[config.mk]
export PLATFORM = sky130hd
export DESIGN_NAME = pool_2x2_ctrl
export DESIGN_NICKNAME = d
export VERILOG_FILES = /design/src/rtl/pool_pkg.sv /design/src/rtl/pool_win_cnt.sv /design/src/rtl/pool_2x2_ctrl.sv
export SDC_FILE = /design/constraint.sdc
export NUM_CORES = 1
export LEC_CHECK = 0
export CELL_PAD_IN_SITES_DETAIL_PLACEMENT = 0
export CELL_PAD_IN_SITES_GLOBAL_PLACEMENT = 1
export CORE_MARGIN = 5
export CORE_UTILIZATION = 35
export CTS_BUF_LIST = sky130_fd_sc_hd__clkbuf_4 sky130_fd_sc_hd__clkbuf_8
export CTS_CLUSTER_SIZE = 20
export DETAILED_ROUTE_END_ITERATION = 12
export GPL_TIMING_DRIVEN = 0
export PLACE_DENSITY = 0.79
export REMOVE_ABC_BUFFERS = 1
export SLEW_MARGIN = 20
export SYNTH_ARGS = -nofsm -noshare
export SYNTH_HDL_FRONTEND = slang
export SYNTH_SLANG_ARGS = --single-unit
[constraint.sdc]
create_clock -name clk -period 1.6 [get_ports clk]
set_clock_uncertainty 0.2 [all_clocks]
set_input_delay 0.32 -clock clk [delete_from_list [all_inputs] [get_ports clk]]
set_output_delay 0.32 -clock clk [all_outputs]
set_load 0.02 [all_outputs]
[src/rtl/pool_pkg.sv]
// pool_pkg: shared slot geometry, sel encodings and controller FSM states for the 2x2 max-pool line unit
package pool_pkg;
  localparam int POOL_SLOTS = 3;
  localparam int POOL_W = 6;
  typedef enum logic [1:0] {IDLE, RUN, DONE} state_t;
  function automatic logic [2:0] SEL_INIT(input logic [1:0] slot);
    return {slot, 1'b0};
  endfunction
  function automatic logic [2:0] SEL_MAX(input logic [1:0] slot);
    return {slot, 1'b1};
  endfunction
endpackage

[src/rtl/pool_win_cnt.sv]
// pool_win_cnt: raster col/row counters (clr/adv in; col, pooled row, first-write, final_beat, last_beat out)
module pool_win_cnt #(
  parameter int W = 6,
  parameter int H = 6,
  parameter int RCW = $clog2(H)
) (
  input  logic           clk,
  input  logic           rst,
  input  logic           i_clr,
  input  logic           i_adv,
  output logic [2:0]     o_col,
  output logic [RCW-2:0] o_prow,
  output logic           o_first,
  output logic           o_final_beat,
  output logic           o_last_beat
);
  logic [2:0]     r_col;
  logic [RCW-1:0] r_row;
  logic           w_col_end;
  logic           w_row_end;
  assign w_col_end = r_col == 3'(W - 1);
  assign w_row_end = r_row == RCW'(H - 1);
  always_ff @(posedge clk or posedge rst) begin
    if (rst) begin
      r_col <= '0;
      r_row <= '0;
    end else if (i_clr) begin
      r_col <= '0;
      r_row <= '0;
    end else if (i_adv) begin
      r_col <= w_col_end ? 3'd0 : r_col + 3'd1;
      if (w_col_end) r_row <= w_row_end ? '0 : r_row + RCW'(1);
    end
  end
  assign o_col        = r_col;
  assign o_prow       = r_row[RCW-1:1];
  assign o_first      = !r_row[0] && !r_col[0];
  assign o_final_beat = r_row[0] && w_col_end;
  assign o_last_beat  = w_row_end && w_col_end;
endmodule

[src/rtl/pool_2x2_ctrl.sv]
// pool_2x2_ctrl: 2x2 max-pool sequencer (start/abort/conv_vld in -> conv_rdy, pool_in_vld/sel, pool_out_vld, pool_row, busy, frame_done)
module pool_2x2_ctrl
  import pool_pkg::*;
#(
  parameter int CONV_W = 6,
  parameter int CONV_H = 6,
  parameter int ROW_CW = $clog2(CONV_H)
) (
  input  logic              clk,
  input  logic              rst,
  input  logic              start,
  input  logic              abort,
  input  logic              conv_vld,
  output logic              conv_rdy,
  output logic              pool_in_vld,
  output logic [2:0]        pool_sel,
  output logic              pool_out_vld,
  input  logic              pool_out_rdy,
  output logic [ROW_CW-2:0] pool_row,
  output logic              busy,
  output logic              frame_done
);
  if (CONV_W != POOL_SLOTS * 2 || CONV_W != POOL_W) begin : g_bad_w
    $error("pool_2x2_ctrl: CONV_W must be 6");
  end
  if (CONV_H < 2 || CONV_H % 2 != 0) begin : g_bad_h
    $error("pool_2x2_ctrl: CONV_H must be even and >= 2");
  end
  state_t     r_state;
  logic       r_busy;
  logic       r_done;
  logic       w_run;
  logic       w_acc;
  logic       w_first;
  logic       w_final;
  logic       w_last;
  logic [2:0] w_col;
  pool_win_cnt #(.W(CONV_W), .H(CONV_H), .RCW(ROW_CW)) u_cnt (
    .clk(clk),
    .rst(rst),
    .i_clr(abort),
    .i_adv(w_acc),
    .o_col(w_col),
    .o_prow(pool_row),
    .o_first(w_first),
    .o_final_beat(w_final),
    .o_last_beat(w_last)
  );
  assign w_run        = r_state == RUN;
  assign conv_rdy     = w_run && !(w_final && !pool_out_rdy);
  assign w_acc        = conv_vld && conv_rdy;
  assign pool_in_vld  = w_acc;
  assign pool_sel     = w_first ? SEL_INIT(w_col[2:1]) : SEL_MAX(w_col[2:1]);
  assign pool_out_vld = w_run && conv_vld && w_final;
  assign busy         = r_busy;
  assign frame_done   = r_done;
  always_ff @(posedge clk or posedge rst) begin
    if (rst) begin
      r_state <= IDLE;
      r_busy  <= 1'b0;
      r_done  <= 1'b0;
    end else if (abort) begin
      r_state <= IDLE;
      r_busy  <= 1'b0;
      r_done  <= 1'b0;
    end else begin
      case (r_state)
        IDLE: if (start) begin
          r_state <= RUN;
          r_busy  <= 1'b1;
        end
        RUN: if (w_acc && w_last) begin
          r_state <= DONE;
          r_busy  <= 1'b0;
          r_done  <= 1'b1;
        end
        default: begin
          r_state <= IDLE;
          r_done  <= 1'b0;
        end
      endcase
    end
  end
endmodule

---- Word-level counts from Yosys, hierarchy flattened ----
Index checks and enable logic that the tools add are counted.
storage, ports and cells
  register bits after elaboration ......... 10
  input port bits ......................... 6
  output and inout bits ................... 10
  word-level logic and storage cells ...... 53
operators by class
  add/sub/neg operators ................... 2
  equal/unequal tests ..................... 6
  mux-type cells .......................... 19
  reductions and logical operators ........ 21
operators by type and width
  cell                                                  number
  two-way mux 3 bit                                     7
  logical AND 1 bit                                     9
  adder 3 x 1 -> 3 bit (second input constant)          2
  equality test 3 bit (second input constant)           2
  two-way mux 1 bit                                     6
  two-way mux 2 bit                                     3
  AND reduction 2 bit                                   3
  logical NOT 1 bit                                     4
  case mux 1 bit (2 select lines)                       2
  case mux 2 bit (2 select lines)                       1
  nonzero test 2 bit                                    2
  != test 3 x 2 -> 1 bit (second input constant)        1
  != test 3 bit (second input constant)                 1
  AND reduction 3 bit                                   1
  nonzero test 3 bit                                    1
  equality test 2 x 1 -> 1 bit (second input constant)  1
  logical NOT 2 bit                                     1
  != test 2 bit (second input constant)                 1

---- Depth between registers and ports, before layout ----
  depth in word-level cells ............... 10
  gate-level depth with buffers ........... 4
  gate-level depth less buffers ........... 3

---- Modules after synthesis ----
From an unflattened synthesis, not the netlist that was laid out.
second synthesis, totals
  cell total of the unflattened synthesis .. 54
  area total of the unflattened synthesis .. 529.3 um2
modules (own cells, without submodules)
  module         times used  cells each  area an instance (um2)  seq. area each (um2)
  pool_win_cnt   1           33          314.1                   150.1
  pool_2x2_ctrl  1           21          215.2                   100.1

---- Worst setup path after synthesis ----
Ideal clock, no wire load.
  path type ............................... register to output
  start point ............................. register u_cnt.r_col[1], in the netlist u_cnt.o_col[1]
  end point ............................... output pool_out_vld
  arrival ................................. 1.012 ns
  required time ........................... 1.080 ns
  setup slack ............................. 0.068 ns
  stages on the path, launching flop included .. 3
  path buffers ............................ 0
  cells stage by stage .................... dfrtp_1 > nand4b_2 > nor2_1
between the ends
  cells in the longest elaborated chain, start to end .. 3
RTL lines
  what                      line                 RTL
  start: declaration        pool_win_cnt.sv:17   logic [2:0] r_col;
  start signal: assignment  pool_win_cnt.sv:31   r_col <= w_col_end ? 3'd0 : r_col + 3'd1;
  equality test 3 bit       pool_win_cnt.sv:21   assign w_col_end = r_col == 3'(W - 1);
  logical AND 1 bit         pool_win_cnt.sv:38   assign o_final_beat = r_row[0] && w_col_end;
  logical AND 1 bit         pool_2x2_ctrl.sv:54  assign pool_out_vld = w_run && conv_vld && w_final;
  end: declaration          pool_2x2_ctrl.sv:17  output logic pool_out_vld,
No other way between the ends.

---- Worst setup path after layout ----
  start point ............................. register u_cnt.r_col[1], in the netlist u_cnt.o_col[1]
  end point ............................... output conv_rdy
between the ends
  cells in the longest elaborated chain, start to end .. 5
RTL lines
  what                 line                 RTL
  equality test 3 bit  pool_win_cnt.sv:21
  logical AND 1 bit    pool_win_cnt.sv:38
  logical AND 1 bit    pool_2x2_ctrl.sv:50  assign conv_rdy = w_run && !(w_final && !pool_out_rdy);
  logical NOT 1 bit    pool_2x2_ctrl.sv:50
  logical AND 1 bit    pool_2x2_ctrl.sv:50
  end: declaration     pool_2x2_ctrl.sv:14  output logic conv_rdy,
No other way between the ends.

==> results.txt <==
status: complete, but fails checks
violations in the final reports: negative setup slack
H-Tree Depth: 1
Die Height: 50.2 um
Critical R2R Capture: u_cnt.o_col[2]$_DFFE_PP0P_
DRC violations left: 0
number of enable flip-flop cells after synthesis: 0
Max Buffers Root-to-Sink: 2
Min-Delay Path Class: in -> async
wire length per cell after detailed routing: 13.6 um
post-detailed-routing wire length: 1.31 mm
count of buffers from port buffering: 15
largest cells by area after synthesis: dfrtp_1, a21oi_1, buf_4
first-pass GRT wire length: 2.18 mm
die extent in x: 50.2 um
share of the yosys chip area belonging to registers: 0.443
fraction of synthesis flops using an asynchronous set or reset pin: 1.00
critical path class: reg -> out
initial antenna violation count: 0
Inserted Clock Buffers: 3
worst-case vdd ir drop: 0.000404 V
DP Area: 701 um2
Post-Syn Area: 564 um2
DP Worst Slack: -0.711 ns
post-route clock period utilization: 1.05
most used flip-flop cell after synthesis: dfrtp_1
number of inserted diodes: 0
Final nets: 88
share of the synthesized area in the top cell type: 0.443
final hold violations: 0
maximum clock frequency: 595 MHz
number of cell rows: 14
final estimated routing congestion in global placement: 0.734
root buffer cell: clkbuf_4
crit path time final: 1.68 ns
Iteration-0 DRC Markers: 18
largest area contributor in the netlist: dfrtp_1
final slew viol count: 0
highest net fanout along the worst path: 3
starting density of the core: 0.370
worst path arrival time: 1.16 ns
setup repair after global routing missed its margin: yes
maximum number of pins on one net before global-route repair: 11
max_slew headroom: 0.734
Synth-to-Final Area Change: 39.5%
share of post-route cells with drive strength above 1: 0.288
Worst-path clk slew: 0.06 ns
Synth Instances: 60
type of destination of the critical path: output pin
Total GRT Usage: 0.109
Clk Latency, worst-skew pair: 0.26 ns
final HPWL from detailed placement: 935 um
global-route congestion overflow total: 0
leakage component of the power: 0.000420 uW
vias in the first global route: 517
average footprint of a synthesized cell: 9.40 um2
count of boundary I/O pins: 16
number of distinct standard cells referenced by the synthesized netlist: 25
remaining number of nets flagged by the antenna check after routing: 0
Final Util: 0.516
count of final setup violators: 3
via-per-instance ratio: 5.51
Final Worst Setup Slack: -0.0811 ns
worst path required time: 1.08 ns
summed area of non-filler cells in the final layout: 787 um2
start point of the critical path: u_cnt.o_col[1]$_DFFE_PP0P_
setup slack of the worst register-to-register path: 0.09 ns
Worst setup SP type: register
slew of the pin with the lowest slew margin: 0.399 ns
Power Density: 649 nW/um2
Std-Cell Core Area: 1520 um2
final hold slack: 0.140 ns
Warnings, synthesis: 0
routed via count: 529
area of the die: 2520 um2
MaxCap Viol Count: 0
post-synthesis register bit count: 10
total number of clock tree sinks: 10
reg-to-reg critical path startpoint: r_state[1]$_DFFE_PP0P_
depth of the worst register-to-register path: 4
clock tree from TritonCTS: done
number of placed instances with taps included: 86
detailed-router iteration count before antenna repair: 4
FILL cells: 152
number of cells in the finished layout apart from fillers: 96
==> synth_stat cells, types with 2 or more instances <==
cell type,n
o31ai_1,2
dfrtp_1,10
nand4b_2,2
buf_4,4
nand4b_1,2
nor2_1,8
inv_1,3
o21ai_0,3
nand2_1,3
or3_1,2
and4b_1,2
a21oi_1,6
==> what timing repair did <==
action / CTS / global route
endpoints found under the setup margin: 10 / 5
pin swaps: 1 / 0
setup buffers: 6 / 1
hold buffers: 0 / 0
resized for setup: 34 / 3
==> placed cells by master, fill, tap and decap left out <==
cell type	netlist	final
a211oi_1	1	1
a21o_1	1	1
a21oi_1	6	6
a31oi_1	1	1
a41oi_1	1	1
and3b_1	1	1
and4b_1	2	2
buf_4	4	10
buf_6	0	1
clkbuf_4	0	3
clkdlybuf4s50_1	0	3
dfrtp_1	10	6
dfrtp_2	0	4
dlygate4sd2_1	0	8
inv_1	3	3
nand2_1	3	3
nand2b_1	1	1
nand3_1	1	1
nand3b_1	1	1
nand4b_1	2	2
nand4b_4	0	2
nor2_1	8	7
nor2_2	0	1
nor2b_1	1	1
nor3_1	1	1
nor4_2	1	1
o21ai_0	3	3
o31ai_1	2	2
or2_4	0	1
or3_1	2	2
==> report_power, final <==
group	total [uW]	internal [uW]	switching [uW]
clock	167	86.7	80.5
sequential	268	260	8.09
combinational	76.0	34.4	41.6
total	511	381	130
==> routing by layer <==
| metal | GRT usage | part of all wire |
|---|---|---|
| met1 | 0.131 | 0.44 |
| met2 | 0.174 | 0.50 |
| met3 | 0.0503 | 0.066 |
| met4 | 0.0349 | 0 |
| met5 | 0 | 0 |
==> state kept, by name, indices dropped and copies added, names as in the netlist <==
name / cells
r_state: 2
frame_done: 1
u_cnt.o_col: 3
u_cnt.r_row: 3
busy: 1
==> worst max-delay path: stages (launching register included) <==
cell and delay [ns]:
dfrtp_1 0.39, nand4b_4 0.19, nor2_2 0.11, nor2_1 0.05, buf_4 0.15
==> cell families (layout without fill, tap and decap cells) <==
logic type      after synthesis  in the layout  share of synthesized area
compound gates               15             15                      0.160
buf+inv                       8             28                     0.0798
flops                        10             10                      0.443
simple gates                 27             27                      0.317
==> cell type report <==
cell class | count | area (um2) | area share
flip-flops and latches | 10 | 255 | 0.324
clock buffers | 3 | 22.5 | 0.0286
multi-input cells | 42 | 292 | 0.370
inverters | 3 | 11.3 | 0.0143
well taps | 16 | 20.0 | 0.0254
repair buffers | 22 | 186 | 0.237
==> metrics by stage <==
stage               total power [uW]  TNS [ns]
floorplan                        303   -0.0360
global placement                 342     -3.07
detailed placement               343     -3.24
CTS                              516    -0.271
global route                     544    -0.450
finish                           511    -0.194
==> how the worst max path moves through the flow <==
stage	cells past startpoint	end	slack, ns
after floorplan	2	pool_out_vld	-0.04
after detailed placement	4	pool_in_vld	-0.71
final	4	conv_rdy	-0.08
after global routing	4	conv_rdy	-0.15
after global placement	4	pool_in_vld	-0.70
after CTS	4	conv_rdy	-0.1
Power figures use the tool's default switching activity.
